==> src/rtl/spi_device_mem.sv <==
// SPI responder turning command/address/data frames into single-word memory requests.
// Optional status command (8'h05) is built when SPI_STATUS_CMD_EN is defined.
module spi_device_mem #(
  parameter int unsigned DUMMY_CYCLES = 34,
  parameter logic [7:0]  CMD_WRITE    = 8'h02,
  parameter logic [7:0]  CMD_READ     = 8'h0B
) (
  input  logic        clk_i,
  input  logic        rst_ni,
  input  logic        spi_sclk,
  input  logic        spi_sdi,
  input  logic        spi_cs,
  output logic        spi_sdo,
  output logic        mem_req_o,
  input  logic        mem_gnt_i,
  output logic        mem_we_o,
  output logic [31:0] mem_addr_o,
  output logic [31:0] mem_wdata_o,
  input  logic [31:0] mem_rdata_i,
  input  logic        mem_rvalid_i,
  output logic        cmd_err_o,
  output logic        rd_late_o
);

  localparam int unsigned CntW = (DUMMY_CYCLES > 32) ? $clog2(DUMMY_CYCLES) : 5;

  typedef enum logic [2:0] {
    IDLE, CMD, ADDR, WDATA, DUMMY, RDATA, IGNORE
  } state_e;

  // Input synchronisers; chip select resets to its idle (high) level.
  logic [1:0] sclk_sync_q, sdi_sync_q, cs_sync_q;
  logic       sclk_prev_q;

  always_ff @(posedge clk_i or negedge rst_ni) begin
    if (!rst_ni) begin
      sclk_sync_q <= 2'b00;
      sdi_sync_q  <= 2'b00;
      cs_sync_q   <= 2'b11;
      sclk_prev_q <= 1'b0;
    end else begin
      sclk_sync_q <= {sclk_sync_q[0], spi_sclk};
      sdi_sync_q  <= {sdi_sync_q[0], spi_sdi};
      cs_sync_q   <= {cs_sync_q[0], spi_cs};
      sclk_prev_q <= sclk_sync_q[1];
    end
  end

  logic sdi_s, cs_s, rise_c, fall_c;
  assign sdi_s  = sdi_sync_q[1];
  assign cs_s   = cs_sync_q[1];
  assign rise_c = sclk_sync_q[1] & ~sclk_prev_q;
  assign fall_c = ~sclk_sync_q[1] & sclk_prev_q;

  state_e          state_q;
  logic [CntW-1:0] cnt_q;
  logic [30:0]     shift_q;
  logic [31:0]     tx_q;
  logic [31:0]     addr_q;
  logic            rd_cmd_q;
  logic            have_data_q;
  logic            sdo_q;
  logic            cmd_err_q;
  logic            rd_late_q;
  logic            rd_pend_q;

  logic [31:0] shift_nxt_c;
  logic        last_c;
  logic        cap_c;
  assign shift_nxt_c = {shift_q, sdi_s};
  assign last_c      = rise_c && (cnt_q == '0) && !cs_s;
  assign cap_c       = mem_rvalid_i && rd_pend_q;

`ifdef SPI_STATUS_CMD_EN
  localparam logic [7:0] CmdStatus = 8'h05;
  logic rd_late_sticky_q, cmd_err_sticky_q;
  logic status_rd_c;
  assign status_rd_c = (state_q == CMD) && last_c && (shift_nxt_c[7:0] == CmdStatus);

  // Sticky error flags, cleared when the status byte is read out.
  always_ff @(posedge clk_i or negedge rst_ni) begin
    if (!rst_ni) begin
      rd_late_sticky_q <= 1'b0;
      cmd_err_sticky_q <= 1'b0;
    end else if (status_rd_c) begin
      rd_late_sticky_q <= 1'b0;
      cmd_err_sticky_q <= 1'b0;
    end else begin
      if (rd_late_q) rd_late_sticky_q <= 1'b1;
      if (cmd_err_q) cmd_err_sticky_q <= 1'b1;
    end
  end
`endif

  // Protocol FSM.
  always_ff @(posedge clk_i or negedge rst_ni) begin
    if (!rst_ni) begin
      state_q     <= IDLE;
      cnt_q       <= '0;
      shift_q     <= '0;
      tx_q        <= '0;
      addr_q      <= '0;
      rd_cmd_q    <= 1'b0;
      have_data_q <= 1'b0;
      sdo_q       <= 1'b0;
      cmd_err_q   <= 1'b0;
      rd_late_q   <= 1'b0;
    end else begin
      cmd_err_q <= 1'b0;
      rd_late_q <= 1'b0;
      if (cs_s) begin
        state_q <= IDLE;
        cnt_q   <= '0;
        sdo_q   <= 1'b0;
      end else begin
        case (state_q)
          IDLE: begin
            state_q <= CMD;
            cnt_q   <= CntW'(7);
          end
          CMD: begin
            if (rise_c) begin
              shift_q <= shift_nxt_c[30:0];
              if (cnt_q == '0) begin
                if (shift_nxt_c[7:0] == CMD_WRITE || shift_nxt_c[7:0] == CMD_READ) begin
                  rd_cmd_q <= (shift_nxt_c[7:0] == CMD_READ);
                  state_q  <= ADDR;
                  cnt_q    <= CntW'(31);
                end
`ifdef SPI_STATUS_CMD_EN
                else if (shift_nxt_c[7:0] == CmdStatus) begin
                  state_q <= RDATA;
                  cnt_q   <= CntW'(7);
                  tx_q    <= {6'b0, rd_late_sticky_q, cmd_err_sticky_q, 24'b0};
                end
`endif
                else begin
                  cmd_err_q <= 1'b1;
                  state_q   <= IGNORE;
                end
              end else begin
                cnt_q <= cnt_q - CntW'(1);
              end
            end
          end
          ADDR: begin
            if (rise_c) begin
              shift_q <= shift_nxt_c[30:0];
              if (cnt_q == '0) begin
                if (rd_cmd_q) begin
                  state_q     <= DUMMY;
                  cnt_q       <= CntW'(DUMMY_CYCLES - 1);
                  have_data_q <= 1'b0;
                end else begin
                  addr_q  <= shift_nxt_c;
                  state_q <= WDATA;
                  cnt_q   <= CntW'(31);
                end
              end else begin
                cnt_q <= cnt_q - CntW'(1);
              end
            end
          end
          WDATA: begin
            if (rise_c) begin
              shift_q <= shift_nxt_c[30:0];
              if (cnt_q == '0) begin
                state_q <= CMD;
                cnt_q   <= CntW'(7);
              end else begin
                cnt_q <= cnt_q - CntW'(1);
              end
            end
          end
          DUMMY: begin
            sdo_q <= 1'b0;
            if (cap_c) begin
              tx_q        <= mem_rdata_i;
              have_data_q <= 1'b1;
            end
            if (rise_c) begin
              if (cnt_q == '0) begin
                state_q <= RDATA;
                cnt_q   <= CntW'(31);
                // Data missed the window: send zeros instead.
                if (!have_data_q && !cap_c) begin
                  rd_late_q <= 1'b1;
                  tx_q      <= '0;
                end
              end else begin
                cnt_q <= cnt_q - CntW'(1);
              end
            end
          end
          RDATA: begin
            if (fall_c) begin
              sdo_q <= tx_q[31];
              tx_q  <= {tx_q[30:0], 1'b0};
            end
            if (rise_c) begin
              if (cnt_q == '0) begin
                state_q <= CMD;
                cnt_q   <= CntW'(7);
                sdo_q   <= 1'b0;
              end else begin
                cnt_q <= cnt_q - CntW'(1);
              end
            end
          end
          IGNORE: begin
            sdo_q <= 1'b0;
          end
          default: state_q <= IDLE;
        endcase
      end
    end
  end

  // A completed read address or write data phase produces a new request.
  logic        new_req_c;
  logic        new_we_c;
  logic [31:0] new_addr_c;
  always_comb begin
    new_req_c  = 1'b0;
    new_we_c   = 1'b0;
    new_addr_c = shift_nxt_c;
    if (last_c) begin
      if (state_q == ADDR && rd_cmd_q) begin
        new_req_c = 1'b1;
      end else if (state_q == WDATA) begin
        new_req_c  = 1'b1;
        new_we_c   = 1'b1;
        new_addr_c = addr_q;
      end
    end
  end

  logic        mem_req_q, mem_we_q;
  logic [31:0] mem_addr_q, mem_wdata_q;
  logic        pend_q, pend_we_q;
  logic [31:0] pend_addr_q, pend_wdata_q;

  // Request port with a one-entry holding slot; requests are never retracted.
  always_ff @(posedge clk_i or negedge rst_ni) begin
    if (!rst_ni) begin
      mem_req_q    <= 1'b0;
      mem_we_q     <= 1'b0;
      mem_addr_q   <= '0;
      mem_wdata_q  <= '0;
      pend_q       <= 1'b0;
      pend_we_q    <= 1'b0;
      pend_addr_q  <= '0;
      pend_wdata_q <= '0;
      rd_pend_q    <= 1'b0;
    end else begin
      if (mem_req_q && mem_gnt_i) mem_req_q <= 1'b0;
      if (mem_rvalid_i) rd_pend_q <= 1'b0;
      if (mem_req_q && mem_gnt_i && !mem_we_q) rd_pend_q <= 1'b1;
      if (!mem_req_q && pend_q) begin
        mem_req_q  <= 1'b1;
        mem_we_q   <= pend_we_q;
        mem_addr_q <= pend_addr_q;
        if (pend_we_q) mem_wdata_q <= pend_wdata_q;
        pend_q <= 1'b0;
      end
      if (new_req_c) begin
        if (mem_req_q || pend_q) begin
          pend_q       <= 1'b1;
          pend_we_q    <= new_we_c;
          pend_addr_q  <= new_addr_c;
          pend_wdata_q <= shift_nxt_c;
        end else begin
          mem_req_q  <= 1'b1;
          mem_we_q   <= new_we_c;
          mem_addr_q <= new_addr_c;
          if (new_we_c) mem_wdata_q <= shift_nxt_c;
        end
      end
    end
  end

  assign spi_sdo     = sdo_q;
  assign mem_req_o   = mem_req_q;
  assign mem_we_o    = mem_we_q;
  assign mem_addr_o  = mem_addr_q;
  assign mem_wdata_o = mem_wdata_q;
  assign cmd_err_o   = cmd_err_q;
  assign rd_late_o   = rd_late_q;

endmodule
==> config.mk <==
export PLATFORM = sky130hd
export DESIGN_NAME = spi_device_mem
export DESIGN_NICKNAME = d
export VERILOG_FILES = /design/src/rtl/spi_device_mem.sv
export SDC_FILE = /design/constraint.sdc
export NUM_CORES = 1
export LEC_CHECK = 0
export BUFFER_PORTS_ARGS = -buffer_cell sky130_fd_sc_hd__buf_2
export CORE_AREA = 5 5 171 173
export CTS_CLUSTER_DIAMETER = 100
export DETAILED_ROUTE_END_ITERATION = 8
export DIE_AREA = 0 0 176 178
export SYNTH_ARGS = -nofsm -noshare
export SYNTH_HDL_FRONTEND = slang
export SYNTH_SLANG_ARGS = --single-unit
==> constraint.sdc <==
create_clock -name clk_i -period 3.6 [get_ports clk_i]
set_clock_uncertainty 0.1 [all_clocks]
set_input_delay 0.54 -clock clk_i [delete_from_list [all_inputs] [get_ports clk_i]]
set_output_delay 0.54 -clock clk_i [all_outputs]
set_load 0.01 [all_outputs]
### After elaboration in Yosys (flattened, before gate mapping)

Index checks and enable logic that the tools add are counted.

| word-level totals | value |
|---|---|
| output and inout bits | 69 |
| memory bits (read-only) | 0 |
| latch bits | 0 |
| flip-flop bits (word level) | 249 |
| word-level logic and storage cells | 164 |
| memory bits (writable) | 0 |
| memories | 0 |
| input bits | 39 |

| operators by class | value |
|---|---|
| div/mod/pow operators | 0 |
| equal/unequal tests | 23 |
| $lt $le $gt $ge | 0 |
| $mul | 0 |
| muxes and demuxes | 78 |
| reductions and logical operators | 33 |
| shifts and indexed selects | 0 |
| bitwise operators | 6 |
| add/sub/neg operators | 1 |

Operator list:

| cell | number |
|---|---|
| $mux W32 | 16 |
| $mux W6 | 11 |
| $pmux W32 S2 | 1 |
| $mux W1 | 35 |
| $mux W3 | 11 |
| $pmux W6 S5 | 1 |
| $ne A3 B3 Y1 const B | 6 |
| $pmux W3 S6 | 1 |
| $ne A2 B2 Y1 const B | 6 |
| $reduce_and A6 Y1 | 2 |
| $reduce_and A5 Y1 | 2 |
| $eq A3 B3 Y1 const B | 3 |
| $reduce_and A9 Y1 | 1 |
| $eq A8 B2 Y1 const B | 1 |
| $eq A8 B4 Y1 const B | 1 |
| $logic_and A1 B1 Y1 | 8 |
| $eq A3 B2 Y1 const B | 2 |
| $logic_not A6 Y1 | 1 |
| $ne A3 B1 Y1 const B | 2 |
| $reduce_and A3 Y1 | 2 |
| $reduce_bool A2 Y1 | 3 |
| $reduce_bool A6 Y1 | 1 |
| $sub A6 B1 Y6 const B | 1 |
| $logic_not A1 Y1 | 5 |
| other kinds (11) | 18 |

### Depth between registers and ports, before layout

Gate-level depths: netlist of the first run.

| depth | value |
|---|---|
| depth after elaboration | 8 |
| gate-level depth with buffers | 10 |
| gate-level depth less buffers | 7 |

### Worst setup path after synthesis of the first run

Ideal clock, no wire load.

| timing path | value |
|---|---|
| kind | flip-flop to flip-flop |
| from | reg cnt_q[0] |
| to | reg mem_wdata_q[24], in the netlist mem_wdata_o[24] |
| arrival | 2318 ps |
| setup time | 126 ps |
| slack | 1056 ps |
| path buffers | 3 |
| clock period less this slack | 2544 ps |
| stages on the path, launching flop included | 11 |
| required time | 3374 ps |
| path through | dfrtp_1 inv_1 ha_1 or4b_1 buf_2 nor4_4 nand2_1 clkbuf_1 buf_2 nor2_1 a21oi_1 |

| on the way | value |
|---|---|
| cells in the longest elaborated chain, start to end | 7 |
| elaborated cells on any way between the ends | 8 |
| those cells by class | mux (5); reduce/logical (3) |

Ends and longest elaborated chain:

| what | line | RTL |
|---|---|---|
| from (decl) | 56 | `logic [CntW-1:0] cnt_q;` |
| from (signal assigned) | 119 | `cnt_q <= CntW'(7);` |
| from (signal assigned) | 128 | `cnt_q <= CntW'(31);` |
| from (signal assigned) | 142 | `cnt_q <= cnt_q - CntW'(1);` |
| $logic_not A6 Y1 (*) | 71 | `assign last_c = rise_c && (cnt_q == '0) && !cs_s;` |
| $logic_and A1 B1 Y1 (*) (2 in series) | 71 |  |
| $mux W1 | 227 | `if (last_c) begin` |
| $mux W32 | 276 | `if (new_we_c) mem_wdata_q <= shift_nxt_c;` |
| $mux W32 | 267 | `if (mem_req_q \|\| pend_q) begin` |
| $mux W32 (*) | 266 | `if (new_req_c) begin` |
| to (signal assigned) | 263 | `if (pend_we_q) mem_wdata_q <= pend_wdata_q;` |
| to (signal assigned) | 276 |  |
| to (decl) | 239 | `logic [31:0] mem_addr_q, mem_wdata_q;` |

Mark *: on every way between the ends. The rest lies on a longest branch, timed or not.
A chain may end at the register's enable or synchronous reset.

### Worst setup path in the final report of the first run

| timing path | value |
|---|---|
| from | reg cnt_q[0] |
| to | reg tx_q[0] |

| on the way | value |
|---|---|
| cells in the longest elaborated chain, start to end | 4 |

Ends and longest elaborated chain:

| what | line | RTL |
|---|---|---|
| $logic_not A6 Y1 | 182 | `if (cnt_q == '0) begin` |
| $mux W32 | 182 |  |
| $mux W32 | 181 | `if (rise_c) begin` |
| $pmux W32 S2 | 116 | `case (state_q)` |
| to (signal assigned) | 178 | `tx_q <= mem_rdata_i;` |
| to (signal assigned) | 198 | `tx_q <= {tx_q[30:0], 1'b0};` |
| to (decl) | 58 | `logic [31:0] tx_q;` |

No other way between the ends.

==> results of run 1 <==
## sequential cells by signal, summed over array words and instances, names as in the netlist, 2 cells and up
register / flops
pend_wdata_q: 32
mem_wdata_o: 32
sclk_sync_q: 2
mem_addr_o: 32
pend_addr_q: 32
addr_q: 32
shift_q: 31
cs_sync_q: 2
sdi_sync_q: 2
cnt_q: 6
state_q: 3
tx_q: 32
## cells in the mapped netlist (3+ instances only)
cell	count	area, um^2
o21ai_0	45	225
buf_4	4	30.0
a21oi_1	71	355
mux2i_1	65	651
a31oi_1	37	231
nor2b_1	36	225
inv_1	7	26.3
a211oi_1	34	255
nand2_1	76	285
buf_2	22	110
nor2_1	75	282
nor3_1	9	45.0
and2_1	3	18.8
dfrtp_1	247	6180
nor4_1	4	25.0
nand3_1	3	15.0
nand2b_1	4	25.0
o21ai_1	29	145
clkbuf_1	43	161
a21boi_0	3	22.5
mux2_2	96	1080
## repair_timing
item                                   in CTS  in global routing
gates resized for setup                     0                  0
endpoints found under the hold margin      77                  0
hold buffers                                3                  0
setup buffers                               0                  0
## metal layers
metal | GRT usage [%] | up-vias
met3 | 2.73 | 40
met5 | 0 | -
met1 | 23.0 | 3695
met2 | 24.5 | 155
li1 | - | 3579
met4 | 3.64 | 0
## layout by cell type (no fill, tap or decap), types with 9 or more instances in the layout
cell type | Yosys | final
dfrtp_1 | 247 | 247
buf_2 | 22 | 106
mux2_2 | 96 | 96
nor2_1 | 75 | 74
nand2_1 | 76 | 74
a21oi_1 | 71 | 71
mux2i_1 | 65 | 65
o21ai_0 | 45 | 45
a31oi_1 | 37 | 36
nor2b_1 | 36 | 35
a211oi_1 | 34 | 34
o21ai_1 | 29 | 29
clkbuf_16 | 0 | 29
buf_4 | 4 | 20
clkbuf_1 | 43 | 13
nor3_1 | 9 | 9
## logic make-up (layout without fill, tap and decap cells)
| kind of cell | after synthesis | count (layout) | synth area share [%] |
|---|---|---|---|
| simple gates | 225 | 225 | 9.82 |
| fa+ha+maj | 2 | 2 | 0.209 |
| compound gates | 236 | 236 | 12.8 |
| flops | 249 | 249 | 57.9 |
| xor+xnor | 1 | 1 | 0.0814 |
| buf+inv | 77 | 192 | 3.09 |
| mux | 161 | 161 | 16.1 |
## final cells by class
class | instances | area [um^2]
fillers | 2565 | 14900
multi-input cells | 625 | 4250
clock buffers | 47 | 843
well taps | 346 | 433
clock inverters | 5 | 50.0
repair buffers | 133 | 786
inverters | 7 | 26.3
flip-flops and latches | 249 | 6230
## through the flow
stage	hold WS (ns)	worst slack, ns	area [um^2]	utilization [%]	cells
2_1_floorplan	0.144	1.06	10800	-	951
4_1_cts	0.00440	0.448	12600	45.9	1412
3_5_place_dp	0.238	0.460	11700	42.6	1357
3_3_place_gp	0.235	0.543	11700	42.6	1357
5_1_grt	0.00915	0.142	12600	45.9	1412
6_report	0.0238	0.438	12600	45.9	1412
## where the power goes
group,leakage (uW),total (uW),internal [uW],switching (uW)
clock network,0.000438,2750,1650,1100
logic,0.00243,529,219,310
registers,0.00343,3020,2900,117
total,0.00630,6300,4770,1520
## critical path: cells and delay by family, from the launching register on
kind                     cells  cell delay (ns)
AND/OR/NAND/NOR              2             1.16
AO/OA/AOI/OAI                3             1.01
flip-flops                   1             0.40
adder cells (fa/ha/maj)      1             0.26
buffers and inverters        1             0.10
## path summary, 6_finish.rpt
path,from,to,slack (ns),cells after the start
max,cnt_q[0],tx_q[0],0.44,7
min,spi_sclk,sclk_sync_q[0],0.02,1
max reg2reg,cnt_q[0],tx_q[0],0.44,7
min reg2reg,sclk_sync_q[0],sclk_sync_q[1],0.25,0
max in group asynchronous,rst_ni,tx_q[20],1.99,3
min in group asynchronous,rst_ni,mem_addr_o[26],0.49,2
==> summary.txt, run 1 <==
Final layout
  – Nets: ~1100
  – Share of layout cells above drive strength 1: 26.5%
  – Area delta synth->final: 17.2%
  – # diodes: 0

Global route
  – Largest net degree at the start of global routing: 85
  – GRT overflow: 0
  – Initial antenna violation count: 0
  – GRT Total Usage: 15.7%
  – First-pass GRT wire length: 40800 um
  – Vias in the first global route: 7652

Hold path
  – HP Class: input pin to register

Clock tree
  – CTS H-tree depth: 1
  – Worst-path clk slew: 0.06 ns
  – CTS tree: done
  – Num CTS Buffers: 28
  – CTS Root Buffer Type: clkbuf_16
  – Clock latency at the later pin of the worst-skew pair: 0.53 ns
  – Clock sinks: 249
  – Longest Clk Path Bufs: 3

Floorplanning
  – Site Rows: 61
  – Starting density of the core: 39.2%
  – Die Y: around 180 um
  – Die ar.: between 30000 and 40000 um^2
  – Chip width: 176 um
  – Core Region: around 27000 um^2
  – Io pins: approximately 110

Drt
  – Final WL: 24500 um
  – M1 wire length: 12000 um
  – 1st-pass router iterations: 4
  – Starting DRT DRC Count: 512
  – Post-route antenna net violation count: 0
  – Met2 WL: 11000 um
  – Vias per cell: roughly 5.3
  – DR WL met3: 984 um
  – Top Metal Used: met4
  – Via count: 7469
  – Routed wire length per instance: roughly 17 um
  – DRC viols: 0

Logic synthesis
  – Synth Warn #: 0
  – Synth async-reset ratio: between 90% and 100%
  – Syn avg cell area: 11.3 um^2
  – Distinct cells, synth: 50
  – Synthesis-stage register bit count: about 250
  – Seq/Total Area, Yosys: 57.9%
  – Synth Instances: between 900 and 1000
  – Post-synth EDFFs: 0
  – Mapped Area: 10800 um^2
  – Post-Syn Nets: 991
  – Main synth FF type: dfrtp_1

Setup path
  – Worst EP required: 3.91 ns
  – Setup crit start kind: register
  – Crit path DAT: roughly 3.5 ns
  – Max incr delay on CP: around 0.66 ns
  – Critical Path End Type: register
  – Critical Path Slowest Stage Cell: or4b_1
  – Critical path fanouts, max: 32
  – Worst path cell trace: inv_1 -> ha_1 -> or4b_1 -> nor3_1 -> a31oi_2 -> a21boi_0 -> o21ai_0
  – CP Class: register to register

Pwr
  – Final Power: 6300 uW
  – Pwr dens: around 500 nW/um^2
  – VDD IR max: between 300 and 400 uV
  – Leak: 0.00630 uW

Status
  – Status: complete, no violations

STA
  – RSZ-0062 raised after global routing: false
  – Fin crit share: 87.8%
  – Slew HR: 18.6%
  – Fmax: 316 MHz
  – Final Hold Viols: 0
  – Worst Max-Slew Pin Slew: 1.22 ns
  – Slew Limit Fails: 0
  – Setup TNS: 0 ns
  – Tmin final: 3.16 ns
  – Setup violators final: 0

Place
  – GP Congestion: between 0.7 and 0.8
  – Placed wire-length estimate: between 15000 and 20000 um
  – Port buffer count: 107

Run
  – Number of max-cap violations: 0
Note: power is estimated with default switching activity, not from simulation.
==> inputs of run 2 (changes only) <==
--- a/config.mk
+++ b/config.mk
@@ -5,11 +5,11 @@
 export SDC_FILE = /design/constraint.sdc
 export NUM_CORES = 1
 export LEC_CHECK = 0
-export BUFFER_PORTS_ARGS = -buffer_cell sky130_fd_sc_hd__buf_2
 export CORE_AREA = 5 5 171 173
 export CTS_CLUSTER_DIAMETER = 100
 export DETAILED_ROUTE_END_ITERATION = 8
 export DIE_AREA = 0 0 176 178
+export DONT_BUFFER_PORTS = 1
 export SYNTH_ARGS = -nofsm -noshare
 export SYNTH_HDL_FRONTEND = slang
 export SYNTH_SLANG_ARGS = --single-unit
==> summary.txt, run 2 (synthesis gave the netlist of run 1 again) <==
Clock tree
  – CTS H-tree depth: 1
  – Clock latency at the later pin of the worst-skew pair: 0.54 ns
  – CTS tree: done
  – Num CTS Buffers: 28
  – CTS Root Buffer Type: clkbuf_16
  – Longest Clk Path Bufs: 3
  – Clock sinks: 249
  – Worst-path clk slew: roughly 0.06 ns
  – Hold buffer count at cts: 4

STA
  – Setup violators final: 0
  – Setup TNS: 0 ns
  – Hold_ws: -0.398 ns
  – Fin crit share: 86.1%
  – Fmax: 323 MHz
  – Slew Limit Fails: 0
  – Tmin final: between 3 and 4 ns
  – Slew HR: approximately 45%
  – Worst Max-Slew Pin Slew: between 0.8 and 0.9 ns
  – Final Hold Viols: 249
  – RSZ-0062 raised after global routing: false

Setup path
  – Cell family with most CP delay: simple AND/OR/NAND/NOR gates
  – Worst EP required: 3.93 ns
  – Max incr delay on CP: between 0.6 and 0.7 ns
  – Buf+Inv Stages, Crit Path: 2
  – Setup crit start kind: register
  – Critical Path Slowest Stage Cell: or4b_1
  – CP Class: register to register
  – Critical path fanouts, max: 71
  – Critical Path End Type: register
  – Worst path cell trace: inv_1 -> ha_1 -> or4b_1 -> nor4_2 -> o21ai_4 -> buf_4 -> mux2_2
  – Crit path DAT: between 3 and 4 ns

Status
  – Failing checks: hold timing
  – Status: finished, violations left

Global route
  – Largest net degree at the start of global routing: 250
  – First-pass GRT wire length: roughly 39000 um
  – Vias in the first global route: about 7000
  – GRT overflow: 0
  – GRT Total Usage: between 15 and 20%
  – Initial antenna violation count: 0

Pwr
  – Int Power: 4730 uW
  – Switch share: roughly a quarter
  – Sw Pwr: 1520 uW
  – Clock Power Share: a little under half
  – Sequential power share: 48.8%
  – Leak: roughly 0.0058 uW
  – VDD IR max: 321 uV
  – Combinational share of power: ~6.1%
  – Pwr dens: approximately 520 nW/um^2

Final layout
  – Final Non-Filler Cells: 1297
  – Most frequent cells in the layout: dfrtp_1, mux2_2, nor2_1, nand2_1, a21oi_1
  – Final Core Density: between 40% and 50%
  – # diodes: 0
  – Share of layout cells above drive strength 1: 18.5%
  – Filler cell count: 2583
  – Most common cell after layout, fill and taps aside: dfrtp_1
  – Nets: 972
  – Area delta synth->final: 12.1%

Floorplanning
  – Chip width: about 180 um
  – Core Region: between 20000 and 30000 um^2
  – Io pins: 108
  – Starting density of the core: 39.2%
  – Site Rows: 61
  – Die ar.: 31300 um^2
  – Die Y: 178 um

Drt
  – Starting DRT DRC Count: 470
  – Vias per cell: 5.44
  – 1st-pass router iterations: 5
  – Via count: 7062
  – Post-route antenna net violation count: 0
  – Final WL: 23600 um
  – Routed wire length per instance: 18.2 um
  – DRC viols: 0

Hold path
  – HP Class: input pin to asynchronous set/reset pin

Run
  – Number of max-cap violations: 0

Place
  – Cell count after placement: 1244
  – GP Congestion: 0.776
  – Port buffer count: 0
  – Placed wire-length estimate: about 14000 um
==> run 2: cell count changes in the layout (fill, tap and decap cells not counted), sizes merged, moves of 2 or more <==
| cell | before | now |
|---|---|---|
| clkinvlp | 0 | 2 |
| clkbuf | 47 | 35 |
| buf | 130 | 17 |
| clkinv | 4 | 9 |
==> run 2: worst paths after layout <==
| path | from | slack (ns) | cells after the start | endpoint |
|---|---|---|---|---|
| worst max register to register | cnt_q[0] | 0.50 | 7 | pend_wdata_q[13] |
| max in group asynchronous | rst_ni | 3.41 | 0 | cs_sync_q[0] |
| worst min-delay path | rst_ni | -0.40 | 0 | shift_q[24] |
| min in group clk_i | mem_rdata_i[0] | 0.09 | 2 | tx_q[0] |
| worst max-delay path | cnt_q[0] | 0.50 | 7 | pend_wdata_q[13] |
| worst min register to register | sclk_sync_q[0] | 0.25 | 0 | sclk_sync_q[1] |
==> run 2: layout make-up <==
cell class	instances	area, um^2	area share [%]
sequential	249	6230	51.7
multi-input combinational	625	4250	35.2
clock buffer	35	767	6.36
tap	346	433	3.59
timing repair buffer	21	205	1.70
clock inverter	14	151	1.25
inverter	7	26.3	0.218
==> run 2: power by group through the flow <==
stage	Combinational, uW	Sequential (uW)	Clock (uW)
5_1_grt	435	3070	3030
2_1_floorplan	320	3040	0
6_report	380	3050	2820
3_5_place_dp	375	3100	0
4_1_cts	381	3050	2920
3_3_place_gp	367	3100	0
==> run 2: what timing repair did <==
action                    4_1_cts  5_1_grt
gates resized for setup         0        0
buffers inserted                0        0
hold endpoints to repair      253      249
==> run 2: layer usage <==
metal | routed length (um) | global-route usage, % | up-vias | part of all wire [%]
met3 | 1800 | 4.77 | 35 | 7.6
li1 | - | - | 3347 | -
met1 | 10700 | 20.4 | 3544 | 45
met5 | 0 | 0 | - | 0
met2 | 10700 | 23.4 | 136 | 45
met4 | 489 | 4.00 | 0 | 2.1
==> run 2: stage by stage <==
stage | area, um^2 | hold WS (ns) | setup WS, ns | total power [uW]
4_1_cts | 12100 | -0.417 | 0.514 | 6360
5_1_grt | 12100 | -0.427 | 0.303 | 6530
3_5_place_dp | 11100 | 0.162 | 0.520 | 3480
6_report | 12100 | -0.398 | 0.500 | 6250
2_1_floorplan | 10800 | 0.144 | 1.06 | 3360
3_3_place_gp | 11100 | 0.162 | 0.591 | 3470
